==> config.mk <==
export PLATFORM = sky130hd
export DESIGN_NAME = mips_cpu_run_monitor
export DESIGN_NICKNAME = d
export VERILOG_FILES = /design/src/rtl/mips_run_monitor_pkg.sv /design/src/rtl/mips_sat_counter.sv /design/src/rtl/mips_cpu_run_monitor.sv
export SDC_FILE = /design/constraint.sdc
export NUM_CORES = 1
export LEC_CHECK = 0
export CELL_PAD_IN_SITES_DETAIL_PLACEMENT = 0
export CELL_PAD_IN_SITES_GLOBAL_PLACEMENT = 1
export CORE_MARGIN = 8
export CORE_UTILIZATION = 39
export CTS_CLUSTER_DIAMETER = 60
export DETAILED_ROUTE_END_ITERATION = 10
export HOLD_SLACK_MARGIN = 0.1
export PLACE_DENSITY = 0.94
export SLEW_MARGIN = 20
export SYNTH_ARGS = -nofsm -noshare
export SYNTH_HDL_FRONTEND = slang
export SYNTH_SLANG_ARGS = --single-unit
==> constraint.sdc <==
create_clock -name clk -period 6 [get_ports clk]
set_input_delay 1.5 -clock clk [delete_from_list [all_inputs] [get_ports clk]]
set_output_delay 1.5 -clock clk [all_outputs]
set_load 0.01 [all_outputs]
==> src/rtl/mips_run_monitor_pkg.sv <==
// Shared types for the MIPS run monitor.
// State encoding and the default boot address.
package mips_run_monitor_pkg;

  typedef enum logic [1:0] {
    IDLE    = 2'd0,
    RUN     = 2'd1,
    HALT    = 2'd2,
    TIMEOUT = 2'd3
  } mon_state_t;

  localparam logic [31:0] RESET_VECTOR_DEF =
    32'hBFC00000;

endpackage

==> src/rtl/mips_sat_counter.sv <==
// Saturating up-counter with synchronous load.
// Holds at all-ones once reached.
module mips_sat_counter #(
  parameter int W = 16
) (
  input  logic         clk,
  input  logic         reset,
  input  logic         en,
  input  logic         load,
  input  logic [W-1:0] load_val,
  output logic [W-1:0] q
);

  // load wins over increment; stop at all-ones
  always_ff @(posedge clk or negedge reset) begin
    if (!reset) begin
      q <= '0;
    end else if (load) begin
      q <= load_val;
    end else if (en && (q != '1)) begin
      q <= q + W'(1);
    end
  end

endmodule

==> src/rtl/mips_cpu_run_monitor.sv <==
// Watches CPU status: start, halt, runaway, counts.
// Optional PC history: RUN_MONITOR_PC_HIST_EN.
module mips_cpu_run_monitor
  import mips_run_monitor_pkg::*;
#(
  parameter logic [31:0] RESET_VECTOR =
    RESET_VECTOR_DEF,
  parameter int MAX_CYCLES = 200,
  parameter int CNT_W      = 16
) (
  input  logic             clk,
  input  logic             reset,
  input  logic             clk_enable,
  input  logic             active,
  input  logic [31:0]      instr_address,
  input  logic [31:0]      register_v0,
  input  logic             check_en,
  input  logic [31:0]      expected_v0,
`ifdef RUN_MONITOR_PC_HIST_EN
  input  logic [1:0]       hist_sel,
  output logic [31:0]      hist_pc,
`endif
  output logic             done,
  output logic             timeout,
  output logic             pass,
  output logic [31:0]      v0_final,
  output logic [CNT_W-1:0] cycle_count,
  output logic [CNT_W-1:0] fetch_count,
  output mon_state_t       state
);

  localparam logic [CNT_W-1:0] MAX_C =
    CNT_W'(MAX_CYCLES);

  mon_state_t       r_state;
  mon_state_t       w_next;
  logic [31:0]      r_prev;
  logic [31:0]      r_v0;
  logic             r_done;
  logic             r_to;
  logic             r_pass;
  logic             w_arm;
  logic             w_halt;
  logic             w_tmo;
  logic             w_count;
  logic             w_new;
  logic             w_fetch;
  logic [CNT_W-1:0] w_cyc;
  logic [CNT_W-1:0] w_fet;

  // next state; counting only on RUN edges that stay in RUN
  always_comb begin
    w_next  = r_state;
    w_arm   = 1'b0;
    w_halt  = 1'b0;
    w_tmo   = 1'b0;
    w_count = 1'b0;
    w_new   = (instr_address != r_prev);
    unique case (r_state)
      IDLE: begin
        if (active &&
            (instr_address == RESET_VECTOR)) begin
          w_arm  = 1'b1;
          w_next = RUN;
        end
      end
      RUN: begin
        if (!active && (instr_address == '0)) begin
          w_halt = 1'b1;
          w_next = HALT;
        end else if (w_cyc == MAX_C) begin
          w_tmo  = 1'b1;
          w_next = TIMEOUT;
        end else begin
          w_count = 1'b1;
        end
      end
      default: begin
      end
    endcase
  end

  assign w_fetch = clk_enable & w_count & w_new;

  mips_sat_counter #(.W(CNT_W)) u_cyc (
    .clk      (clk),
    .reset    (reset),
    .en       (clk_enable & w_count),
    .load     (clk_enable & w_arm),
    .load_val (CNT_W'(1)),
    .q        (w_cyc)
  );

  mips_sat_counter #(.W(CNT_W)) u_fet (
    .clk      (clk),
    .reset    (reset),
    .en       (w_fetch),
    .load     (clk_enable & w_arm),
    .load_val (CNT_W'(1)),
    .q        (w_fet)
  );

  // state register, frozen while the CPU clock is gated
  always_ff @(posedge clk or negedge reset) begin
    if (!reset) begin
      r_state <= IDLE;
    end else if (clk_enable) begin
      r_state <= w_next;
    end
  end

  // last fetch address, used to spot distinct fetches
  always_ff @(posedge clk or negedge reset) begin
    if (!reset) begin
      r_prev <= '0;
    end else if (clk_enable &&
                 (w_arm || (w_count && w_new))) begin
      r_prev <= instr_address;
    end
  end

  // sticky verdict registers
  always_ff @(posedge clk or negedge reset) begin
    if (!reset) begin
      r_done <= 1'b0;
      r_to   <= 1'b0;
      r_pass <= 1'b0;
      r_v0   <= '0;
    end else if (clk_enable) begin
      if (w_halt) begin
        r_done <= 1'b1;
        r_v0   <= register_v0;
        r_pass <= !check_en ||
                  (register_v0 == expected_v0);
      end else if (w_tmo) begin
        r_to   <= 1'b1;
        r_pass <= 1'b0;
      end
    end
  end

`ifdef RUN_MONITOR_PC_HIST_EN
  logic [31:0] r_hist [4];

  // newest distinct fetch address lands in slot 0
  always_ff @(posedge clk or negedge reset) begin
    if (!reset) begin
      for (int i = 0; i < 4; i++) begin
        r_hist[i] <= '0;
      end
    end else if (w_fetch) begin
      r_hist[0] <= instr_address;
      r_hist[1] <= r_hist[0];
      r_hist[2] <= r_hist[1];
      r_hist[3] <= r_hist[2];
    end
  end

  assign hist_pc = r_hist[hist_sel];
`endif

  assign done        = r_done;
  assign timeout     = r_to;
  assign pass        = r_pass;
  assign v0_final    = r_v0;
  assign cycle_count = w_cyc;
  assign fetch_count = w_fet;
  assign state       = r_state;

endmodule

# Word-level counts from Yosys, hierarchy flattened

Index checks and enable logic that the tools add are counted.

Register bits after elaboration: 101
Bits in latches: 0
Bits in writable memories: 0
Memory bits (read-only): 0
Input bits: 101
Output and inout port bits: 69
Logic and storage cells: 63
Memories: 0

Add/sub/neg operators: 2
$mul: 0
Divide/modulo/power cells: 0
Order comparisons: 0
Equal/unequal tests: 9
Shifts and indexed selects: 0
Mux-type cells: 20
Bitwise gates (word level): 4
Reduce and logical (&&, ||, !) cells: 20

Operator list:

| operator                | count |
|---|---|
| $mux W16                | 4 |
| $add A16 B1 Y16 const B | 2 |
| $eq A32 B32 Y1          | 1 |
| $eq A32 B32 Y1 const B  | 1 |
| $logic_not A32 Y1       | 1 |
| $ne A16 B16 Y1 const B  | 2 |
| $ne A32 B32 Y1          | 1 |
| $eq A16 B8 Y1 const B   | 1 |
| $mux W1                 | 12 |
| $reduce_bool A2 Y1      | 4 |
| $logic_and A1 B1 Y1     | 6 |
| $mux W2                 | 3 |
| $pmux W2 S2             | 1 |
| $reduce_and A2 Y1       | 2 |
| $reduce_and A4 Y1       | 1 |
| $and A1 B1 Y1           | 3 |
| $ne A3 B3 Y1 const B    | 1 |
| $reduce_and A3 Y1       | 1 |
| $eq A2 B1 Y1 const B    | 1 |
| $logic_not A1 Y1        | 2 |
| $logic_not A2 Y1        | 1 |
| $logic_or A1 B1 Y1      | 2 |
| $ne A2 B2 Y1 const B    | 1 |
| $not A1 Y1              | 1 |

# Longest topological paths before layout

Gate-level depths: netlist (run 1).

Word-level depth: 9
Mapped depth: 10
Mapped depth without buffers: 8

# Cells and area by module

A second synthesis (run 1) with hierarchy kept.

Cells, all modules: 513
Area total of the unflattened synthesis: 5530.3 µm²

By module, submodules not included:

| module               | instances | cells each | area each (µm²) | seq. area each (µm²) |
|---|---|---|---|---|
| mips_cpu_run_monitor | 1         | 265        | 3473.3          | 1726.7 |
| mips_sat_counter     | 2         | 124        | 1028.5          | 400.4 |

# Least setup slack after synthesis (run 1)

OpenSTA, ideal clock, no wires.

Kind: input port to flip-flop
From: input instr_address[16]
To: register r_prev[10]
Library setup time: 0.125 ns
Data arrival time: 3.230 ns
Data required time: 5.875 ns
Slack: 2.645 ns
Stages: 7
Path buffers: 1
Path through: nor4_1 nand4_2 nor3_4 a211oi_4 nor2_8 buf_12 mux2_4

Word-level cells in the longest chain between the ends: 7
Elaborated cells between the ends (all ways): 12
Those cells by class: eq/ne: 2; mux: 4; reduce/logical: 6

RTL lines:

| item                  | line                        | text |
|---|---|---|
| start, declared       | mips_cpu_run_monitor.sv:15  | `input logic [31:0] instr_address,` |
| $logic_not A32 Y1     | mips_cpu_run_monitor.sv:68  | `if (!active && (instr_address == '0)) begin` |
| $logic_and A1 B1 Y1   | mips_cpu_run_monitor.sv:68  |  |
| $mux W1               | mips_cpu_run_monitor.sv:68  |  |
| $mux W1               | mips_cpu_run_monitor.sv:59  | `unique case (r_state)` |
| $logic_and A1 B1 Y1   | mips_cpu_run_monitor.sv:117 | `(w_arm \|\| (w_count && w_new))) begin` |
| $logic_or A1 B1 Y1 *  | mips_cpu_run_monitor.sv:117 |  |
| $logic_and A1 B1 Y1 * | mips_cpu_run_monitor.sv:116 | `end else if (clk_enable &&` |
| end signal, assigned  | mips_cpu_run_monitor.sv:118 | `r_prev <= instr_address;` |
| end, declared         | mips_cpu_run_monitor.sv:37  | `logic [31:0] r_prev;` |

Every way passes the cells marked *; elsewhere a longest branch is shown, timed or not.
A chain may end at the register's enable or synchronous reset.

# Final worst setup path (run 1)

From: input instr_address[24]
To: register r_prev[0]

The elaborated chain is that of the path after synthesis.

==> impl_metrics.csv, run 1 <==
group,metric,value,unit
outcome,status,"finished, final reports clean",
place,place.detailed.hpwl,11.47,mm
routing,totalWireLength,15.01,mm
floorplan,io_pins,170,
yosys,yosysWarnings,0,
cts,tritoncts,"done",
routing,via_count,4209,
routing,viasPerCell,5.209,
final_layout,nFillCells,1180,
pwr,p_per_area,183.5,nW/um^2
sta,fin_crit,4170,ps
setup_path,cp_num_buf_inv,1,
sta,fin_tns_setup,0,ps
sta,fmax,239.8,MHz
cts,cts.htree.levels,3,
final_layout,insertedDiodeCount,0,
routing,ant_nets,0,
global_routing,grt_pass1_vias,4567,
place,io_buffers,169,
routing,firstDrtPassIters,5,
sta,clock_skew,10.89,ps
final_layout,fin_cells,808,
pwr,finalPower,1.385,mW
setup_path,criticalPathCategory,"in -> reg",
setup_path,cp_cell_sequence,"clkdlybuf4s50_1, xnor2_1, nand4_1, nor4_1, a211oi_4, nor2_8, mux2_2",
yosys,synth_top_area_share,46.57,%
routing,first_iter_violations,224,
pwr,p_leak,3.358,nW
sta,finalHoldViolCount,0,
cts,cts_root_buf,"clkbuf_16",
yosys,synthesis.area,5428,sq um
place,dp.cells,792,
hold_path,hold_path.class,"reg -> reg",
yosys,yosysTopAreaCell,"dfrtp_1",
final_layout,nNetsFinal,727,
sta,drv_slew,0,
final_layout,drive_above_1_share,15.61,%
yosys,synth-seq-area-share,46.57,%
cts,cts_setup_buffers,0,
sta,grt_setup_unrepaired,"false",
final_layout,area_growth,39.05,%
global_routing,grt_overflow,0,
yosys,syn_avg_cell_area,11.96,sq um
sta,finalSetupViolCount,0,
yosys,synth-edff-count,0,
yosys,synthArstFlopShare,100.0,%
floorplan,rows,43,
cts,cts_buffers,9,
floorplan,initial_core_util,39.56,%
yosys,synthesis.nets,558,
global_routing,grt_max_degree,62,
setup_path,arrival,4400,ps
setup_path,critical-path-slowest-cell,"nor4_1",
pwr,vdd_drop_max,0.1498,mV
setup_path,cp_max_fo,32,
cts,clock_latency,350,ps
routing,routedWlPerCell,18.58,um
sta,worst_pin_slew,985.3,ps
cts,clk_path_buf_depth,2,
setup_path,max_stage_delay,800,ps
cts,cts_sinks,101,
yosys,synth.ff_latch_count,101,
setup_path,worst_setup_path_end_kind,"flip-flop",
place,gp_congestion,0.8239,
floorplan,die_area,17950,sq um
sta,fin_crit_sh,69.50,%
setup_path,crit_path_start_kind,"primary input",
cts,cts_resized,0,
global_routing,grt_usage,16.97,%
yosys,synth_area_leaders,"dfrtp_1 (47%), mux2_4 (8.3%), xnor2_1 (7.1%), mux2_2 (6.6%), xor2_1 (5.2%)",
setup_path,path_delay_family,"simple AND/OR/NAND/NOR gates",
run,maxCapViolCount,0,
routing,drcViolationCount,0,
floorplan,die_x,134.0,um
yosys,netlist-cell-type-count,56,
yosys,synth_flop_cell,"dfrtp_1",
floorplan,core,13720,sq um
yosys,synthCells,454,
sta,slew_headroom,34.31,%
floorplan,dieHeight,134.0,um
cts,clk_pin_slew,70,ps
global_routing,antenna_found_initial,0,
cts,cts_hold_buf,0,
global_routing,grt_pass1_wl,24.34,mm
setup_path,crit_required,6230,ps
[flip-flops by register name (all words and copies together), names as in the netlist]
register	flops
done	1
timeout	1
u_fet.q	16
state	2
u_cyc.q	16
v0_final	32
pass	1
r_prev	32
[worst reg2reg max path, stage by stage (launching register included)]
cell      delay, ps
dfrtp_1         450
inv_1            90
ha_1            130
nor3b_1         230
and4_4          290
or2_0           760
a211oi_4        140
nor2_8          610
mux2_2          430
[synth_stat cells, types with 2 or more instances]
master / instances
dfrtp_1: 101
xnor2_1: 44
mux2_2: 32
xor2_1: 32
mux2_4: 30
nor4_1: 28
nand2_1: 26
nand4_1: 22
nor2_1: 20
nand3_1: 13
mux2i_1: 11
a21oi_1: 6
and3_1: 6
clkbuf_1: 6
buf_2: 5
o21ai_0: 5
and4_1: 4
inv_1: 4
nor3_1: 4
or4_1: 4
and2_1: 3
buf_12: 3
ha_1: 3
nor4b_1: 3
or2_2: 3
a21o_1: 2
mux2_1: 2
nor3b_1: 2
o31ai_1: 2
or3_1: 2
[per-stage QoR]
| step | util, % | setup slack [ps] | hold slack, ps | cell area, sq um |
|---|---|---|---|---|
| after floorplan | - | 2645 | 493.2 | 5428 |
| after global placement | 52.87 | 1580 | 449.4 | 7253 |
| final | 55.01 | 1830 | 484.2 | 7547 |
| after detailed placement | 52.87 | 1466 | 454.0 | 7253 |
| after global routing | 55.01 | 1684 | 493.0 | 7547 |
| after CTS | 54.97 | 1832 | 483.3 | 7542 |
[final timing paths]
check	startpoint	endpoint	slack, ps	depth (start not counted)
max in group asynchronous	reset	v0_final[6]	3660	2
setup / recovery	instr_address[24]	r_prev[0]	1830	7
hold / removal	timeout	timeout	480	1
min in group asynchronous	reset	r_prev[11]	1120	1
setup reg to reg	u_cyc.q[0]	r_prev[0]	2740	8
hold reg to reg	timeout	timeout	480	1
[cell type report]
| type | instances | area [sq um] | area share, % |
|---|---|---|---|
| flip-flops and latches | 101 | 2527 | 33.49 |
| inverters | 4 | 15.01 | 0.1989 |
| repair buffers | 173 | 1719 | 22.78 |
| multi-input cells | 334 | 2771 | 36.72 |
| clock inverters | 7 | 63.81 | 0.8455 |
| well taps | 180 | 225.2 | 2.984 |
| clock buffers | 9 | 225.2 | 2.984 |
[layer usage]
| layer | global-route usage (%) | wire (um) | share of wire [%] | vias up |
|---|---|---|---|---|
| met5 | 0 | 0 | 0 | - |
| met4 | 5.802 | 333 | 2.2 | 0 |
| met3 | 8.153 | 1531 | 10 | 25 |
| met2 | 28.65 | 7476 | 50 | 145 |
| met1 | 18.24 | 5672 | 38 | 2054 |
| li1 | - | - | - | 1985 |
[power breakdown]
group	total [mW]	leakage (nW)	internal (mW)	switching (mW)
clock network	0.575	0.143	0.292	0.283
logic	0.130	1.81	0.0766	0.0532
registers	0.680	1.41	0.680	0.0000000111
[cell usage in the layout (no fill, tap or decap), drive strengths merged, types with 4 or more instances in the layout]
master	n
nand3	13
o21ai	5
buf	5
inv	9
xnor2	44
nand2	26
or4	4
and4	5
mux2	64
dfrtp	101
and3	6
clkbuf	9
clkdlybuf4s50	168
or2	5
nand4	23
nor3	5
nor4	30
nor2	21
xor2	32
a21oi	6
mux2i	11
[cells by family after synthesis]
kind of cell	count (synthesis)	synth area share [%]
flops	101	46.57
xor+xnor	76	12.26
simple gates	154	17.15
fa+ha+maj	3	0.6916
buf+inv	19	2.466
mux	75	17.38
compound gates	26	3.481
Note: power is estimated with default switching activity, not from simulation.
==> inputs of run 2 (changes only) <==
--- a/config.mk
+++ b/config.mk
@@ -8,11 +8,11 @@
 export CELL_PAD_IN_SITES_DETAIL_PLACEMENT = 0
 export CELL_PAD_IN_SITES_GLOBAL_PLACEMENT = 1
 export CORE_MARGIN = 8
-export CORE_UTILIZATION = 39
+export CORE_UTILIZATION = 33
 export CTS_CLUSTER_DIAMETER = 60
 export DETAILED_ROUTE_END_ITERATION = 10
 export HOLD_SLACK_MARGIN = 0.1
-export PLACE_DENSITY = 0.94
+export PLACE_DENSITY = 0.86
 export SLEW_MARGIN = 20
 export SYNTH_ARGS = -nofsm -noshare
 export SYNTH_HDL_FRONTEND = slang
==> constraint.sdc (replaced) <==
create_clock -name clk -period 3.8 [get_ports clk]
set_input_delay 0.95 -clock clk [delete_from_list [all_inputs] [get_ports clk]]
set_output_delay 0.95 -clock clk [all_outputs]
set_load 0.01 [all_outputs]
==> run 2 against run 1 <==
Compared with the run above:
- die area up 16%
- utilization down 7.7 points
- flip-flop and latch count unchanged
- clock-buffer cell count up 1
- worst setup slack worse by 1000 ps
- global-route usage down 1.8 points
- sequential share of layout area down 0.81 points
- register-to-register slack worse by 1400 ps
- clock power up 77%
- combinational power up 58%
- power up 66%
- largest power group unchanged
==> impl_metrics.csv, run 2 (synthesized netlist as in run 1, its figures left out) <==
group,metric,value,unit
final_layout,fin_cells,856,
setup_path,cp_max_fo,12,
setup_path,crit_path_start_kind,"primary input",
floorplan,io_pins,170,
final_layout,insertedDiodeCount,0,
cts,cts_resized,0,
global_routing,grt_pass1_vias,4625,
global_routing,grt_max_degree,77,
run,maxCapViolCount,0,
floorplan,die_x,144.3,um
final_layout,area_growth,42.51,%
cts,clk_path_buf_depth,2,
sta,finalHoldViolCount,0,
hold_path,hold_path.class,"reg -> reg",
cts,tritoncts,"done",
routing,viasPerCell,4.938,
sta,grt_setup_unrepaired,"false",
setup_path,arrival,3220,ps
routing,firstDrtPassIters,4,
place,place.detailed.hpwl,11.92,mm
floorplan,rows,47,
final_layout,nFillCells,1514,
routing,drcViolationCount,0,
cts,cts_root_buf,"clkbuf_16",
sta,clock_skew,10.54,ps
place,gp_congestion,0.7990,
setup_path,criticalPathCategory,"in -> reg",
cts,clock_latency,360,ps
sta,fmax,335.6,MHz
final_layout,final_common_cell,"clkdlybuf4s50_1",
cts,clk_pin_slew,70,ps
place,place_area,7401,sq um
final_layout,post-route-cell-area,7735,sq um
floorplan,core,16350,sq um
routing,first_iter_violations,198,
pwr,vdd_drop_max,0.2173,mV
pwr,p_leak,3.425,nW
cts,cts_hold_buf,0,
setup_path,crit_required,4040,ps
pwr,p_per_area,297.9,nW/um^2
global_routing,antenna_found_initial,0,
setup_path,worst_setup_path_end_kind,"flip-flop",
cts,cts.htree.levels,3,
place,dp.cells,840,
final_layout,layout_common_cells,"clkdlybuf4s50_1 (168), dfrtp_1 (101), xnor2_1 (44)",
cts,cts_sinks,101,
sta,fin_crit,2980,ps
final_layout,nNetsFinal,735,
floorplan,dieHeight,144.3,um
global_routing,grt_usage,15.15,%
cts,cts_setup_buffers,0,
routing,via_count,4227,
routing,totalWireLength,15.26,mm
final_layout,drive_above_1_share,16.51,%
floorplan,die_area,20810,sq um
pwr,finalPower,2.304,mW
place,io_buffers,169,
outcome,status,"finished, final reports clean",
sta,fin_tns_setup,0,ps
global_routing,grt_pass1_wl,24.43,mm
routing,routedWlPerCell,17.83,um
sta,fin_crit_sh,78.42,%
cts,cts_buffers,9,
sta,worst_pin_slew,973.9,ps
floorplan,initial_core_util,33.20,%
sta,drv_slew,0,
global_routing,grt_overflow,0,
routing,ant_nets,0,
sta,finalSetupViolCount,0,
sta,slew_headroom,35.07,%
run 2: cell count changes in the layout (fill, tap and decap cells not counted), sizes merged:
cell	previous run	this run
buf	5	13
bufinv	0	2
clkbuf	9	10
clkinv	2	1
clkinvlp	0	2
inv	9	5
run 2: path summary, 6_finish.rpt:
| path | from | end | slack, ps | depth (start not counted) |
|---|---|---|---|---|
| worst max-delay path | instr_address[14] | r_prev[26] | 820 | 8 |
| worst min-delay path | timeout | timeout | 460 | 1 |
| worst max register to register | u_cyc.q[0] | r_prev[26] | 1300 | 9 |
| worst min register to register | timeout | timeout | 460 | 1 |
| max in group asynchronous | reset | v0_final[24] | 2210 | 2 |
| min in group asynchronous | reset | r_prev[4] | 750 | 1 |
run 2: report_power, final:
part / internal [mW] / switching (mW)
sequential: 1.07 / 0.0000000170
clock: 0.601 / 0.423
combinational: 0.122 / 0.0848
run 2: cell type report:
class	count	area, sq um	share of cell area [%]
tap	220	275.3	3.559
clock inverter	6	95.09	1.229
multi-input combinational	334	2766	35.77
clock buffer	10	239.0	3.090
inverter	4	15.01	0.1941
sequential	101	2527	32.68
timing repair buffer	181	1817	23.49
run 2: metrics by stage:
| step | util [%] | hold slack (ps) | setup slack [ps] |
|---|---|---|---|
| floorplan | - | 493.2 | 995.3 |
| global placement | 45.27 | 441.7 | 476.3 |
| detailed placement | 45.27 | 446.7 | 418.5 |
| CTS | 47.31 | 467.5 | 801.5 |
| global route | 47.31 | 486.4 | 659.1 |
| finish | 47.31 | 462.7 | 820.2 |
run 2: worst max-delay path: stages:
cell	delay [ps]
clkdlybuf4s50_1	480
nor4_1	370
nand4_2	220
nor3_4	290
a211oi_4	110
nor2_8	290
buf_12	200
mux2_4	300
run 2: per-layer routing:
metal	up-vias	routed length, um	track usage [%]
met4	0	177	3.395
li1	2005	-	-
met2	147	7647	25.78
met1	2064	6056	17.11
met3	11	1382	6.801
met5	-	0	0
==> inputs of run 3 (changes only) <==
--- a/config.mk
+++ b/config.mk
@@ -8,11 +8,11 @@
 export CELL_PAD_IN_SITES_DETAIL_PLACEMENT = 0
 export CELL_PAD_IN_SITES_GLOBAL_PLACEMENT = 1
 export CORE_MARGIN = 8
-export CORE_UTILIZATION = 33
+export CORE_UTILIZATION = 37
 export CTS_CLUSTER_DIAMETER = 60
 export DETAILED_ROUTE_END_ITERATION = 10
 export HOLD_SLACK_MARGIN = 0.1
-export PLACE_DENSITY = 0.86
+export PLACE_DENSITY = 0.91
 export SLEW_MARGIN = 20
 export SYNTH_ARGS = -nofsm -noshare
 export SYNTH_HDL_FRONTEND = slang
==> constraint.sdc (replaced) <==
create_clock -name clk -period 3.1 [get_ports clk]
set_input_delay 0.775 -clock clk [delete_from_list [all_inputs] [get_ports clk]]
set_output_delay 0.775 -clock clk [all_outputs]
set_load 0.01 [all_outputs]
==> run 3 against run 2 <==
Compared with the run above:
- combinational power up 30%
- hold slack worse by 53 ps
- clock skew up 3.1 ps
- global-route usage up 1.2 points
- die area down 9.6%
- first-iteration DRC count up 7.1%
- clock power up 13%
- largest power group unchanged
==> impl_metrics.csv, run 3 (synthesized netlist as in run 1, its figures left out) <==
group,metric,value,unit
outcome,status,"finished, final reports clean",
sta,clock_skew,13.63,ps
pwr,sw_frac_of_total,21.62,%
cts,cts_sinks,101,
floorplan,die_area,18800,sq um
sta,drv_slew,0,
routing,viasPerCell,5.136,
final_layout,layout_common_cells,"clkdlybuf4s50_1 (168), dfrtp_1 (101), xnor2_1 (44)",
global_routing,antenna_found_initial,1,
setup_path,r2r_cells,9,
routing,firstDrtPassIters,4,
routing,totalWireLength,15.02,mm
sta,worst_pin_slew,615.9,ps
hold_path,hold_path.class,"in -> async",
final_layout,area_growth,44.19,%
setup_path,r2r-start,"u_cyc.q[0]",
sta,slew_headroom,58.85,%
final_layout,fin_cells,839,
setup_path,worstReg2RegEnd,"u_fet.q[2]",
routing,via_count,4309,
sta,finalHoldViolCount,0,
global_routing,grt_pass1_wl,24.17,mm
final_layout,drive_above_1_share,18.81,%
setup_path,arrival,2960,ps
place,place_area,7523,sq um
cts,tritoncts,"done",
place,dp.cells,823,
cts,cts_setup_buffers,0,
floorplan,rows,44,
cts,cts_buffers,9,
final_layout,post-route-cell-area,7826,sq um
global_routing,grt_pass1_vias,4724,
pwr,p_clk_share,42.0,%
global_routing,grt_usage,16.37,%
final_layout,nNetsFinal,754,
sta,grt_setup_unrepaired,"false",
setup_path,crit_required,3340,ps
sta,fin_crit,2725,ps
floorplan,initial_core_util,37.63,%
cts,cts_hold_buf,0,
pwr,p_int,2.140,mW
routing,ant_nets,0,
place,gp_congestion,0.8489,
routing,drcViolationCount,0,
floorplan,die_x,137.1,um
floorplan,core,14420,sq um
global_routing,grt_max_degree,46,
place,io_buffers,169,
place,place.detailed.hpwl,11.81,mm
cts,clk_path_buf_depth,2,
routing,first_iter_violations,212,
setup_path,cp_max_fo,13,
setup_path,r2r_setup_slack,600,ps
cts,cts_resized,0,
final_layout,final_common_cell,"clkdlybuf4s50_1",
pwr,netSwitchingPower,0.5903,mW
global_routing,grt_overflow,0,
pwr,p_leak,3.516,nW
setup_path,criticalPathCategory,"in -> reg",
cts,cts_root_buf,"clkbuf_16",
setup_path,crit_path_start_kind,"primary input",
routing,routedWlPerCell,17.90,um
sta,fin_crit_sh,87.89,%
pwr,p_per_area,348.9,nW/um^2
cts,cts.htree.levels,3,
cts,clk_pin_slew,70,ps
pwr,pwr-share-comb,9.8,%
floorplan,dieHeight,137.1,um
pwr,p_seq_share,48.2,%
floorplan,io_pins,170,
run,maxCapViolCount,0,
sta,finalSetupViolCount,0,
sta,fmax,367.0,MHz
cts,clock_latency,350,ps
setup_path,worst_setup_path_end_kind,"flip-flop",
pwr,vdd_drop_max,0.2647,mV
[run 3: critical path, stage by stage]
cell and delay [ps]:
clkdlybuf4s50_1 440, buf_4 150, xnor2_1 130, nand4_1 130, nor4_1 390, buf_4 210, a211oi_4 80, nor2_8 150
buf_12 180, mux2_4 310
[run 3: through the flow]
step / setup TNS, ps / hold WS, ps / power [mW] / util (%) / setup slack [ps]
2_1_floorplan: 0 / 479.4 / 1.398 / - / 470.3
3_3_place_gp: 0 / 450.1 / 1.604 / 52.16 / 13.44
3_5_place_dp: -692.9 / 451.3 / 1.612 / 52.16 / -41.34
4_1_cts: 0 / 422.4 / 2.772 / 54.24 / 338.2
5_1_grt: 0 / 447.2 / 2.840 / 54.26 / 188.2
6_report: 0 / 409.9 / 2.731 / 54.26 / 375.4
[run 3: worst max path at each step]
stage | start | end | slack (ps) | cells after the start
3_5_place_dp | instr_address[17] | r_prev[15] | -40 | 10
5_1_grt | instr_address[17] | r_prev[9] | 190 | 10
4_1_cts | instr_address[17] | r_prev[9] | 340 | 10
6_report | instr_address[17] | r_prev[9] | 380 | 10
3_3_place_gp | instr_address[17] | r_prev[7] | 10 | 10
2_1_floorplan | instr_address[16] | r_prev[10] | 470 | 7
[run 3: power by group through the flow]
stage	registers (mW)	logic, mW	clock network [mW]
detailed placement	1.34	0.270	0
CTS	1.32	0.271	1.18
global route	1.32	0.289	1.24
global placement	1.34	0.262	0
finish	1.32	0.267	1.15
floorplan	1.34	0.0550	0
[run 3: final cells by class]
cell class	count	area (sq um)
Clock buffer	11	252.7
Multi-Input combinational cell	334	2766
Antenna cell	1	2.502
Inverter	4	15.01
Fill cell	1239	6598
Tap cell	184	230.2
Timing Repair Buffer	200	1984
Sequential cell	101	2527
Clock inverter	4	47.55
[run 3: metal layers]
layer / share of wire (%) / vias up / GRT usage (%) / wire length [um]
li1: - / 2046 / - / -
met1: 40 / 2107 / 17.87 / 5959
met2: 50 / 141 / 28.06 / 7508
met3: 9.2 / 15 / 7.709 / 1388
met4: 1.1 / 0 / 4.104 / 159
met5: 0 / - / 0 / 0
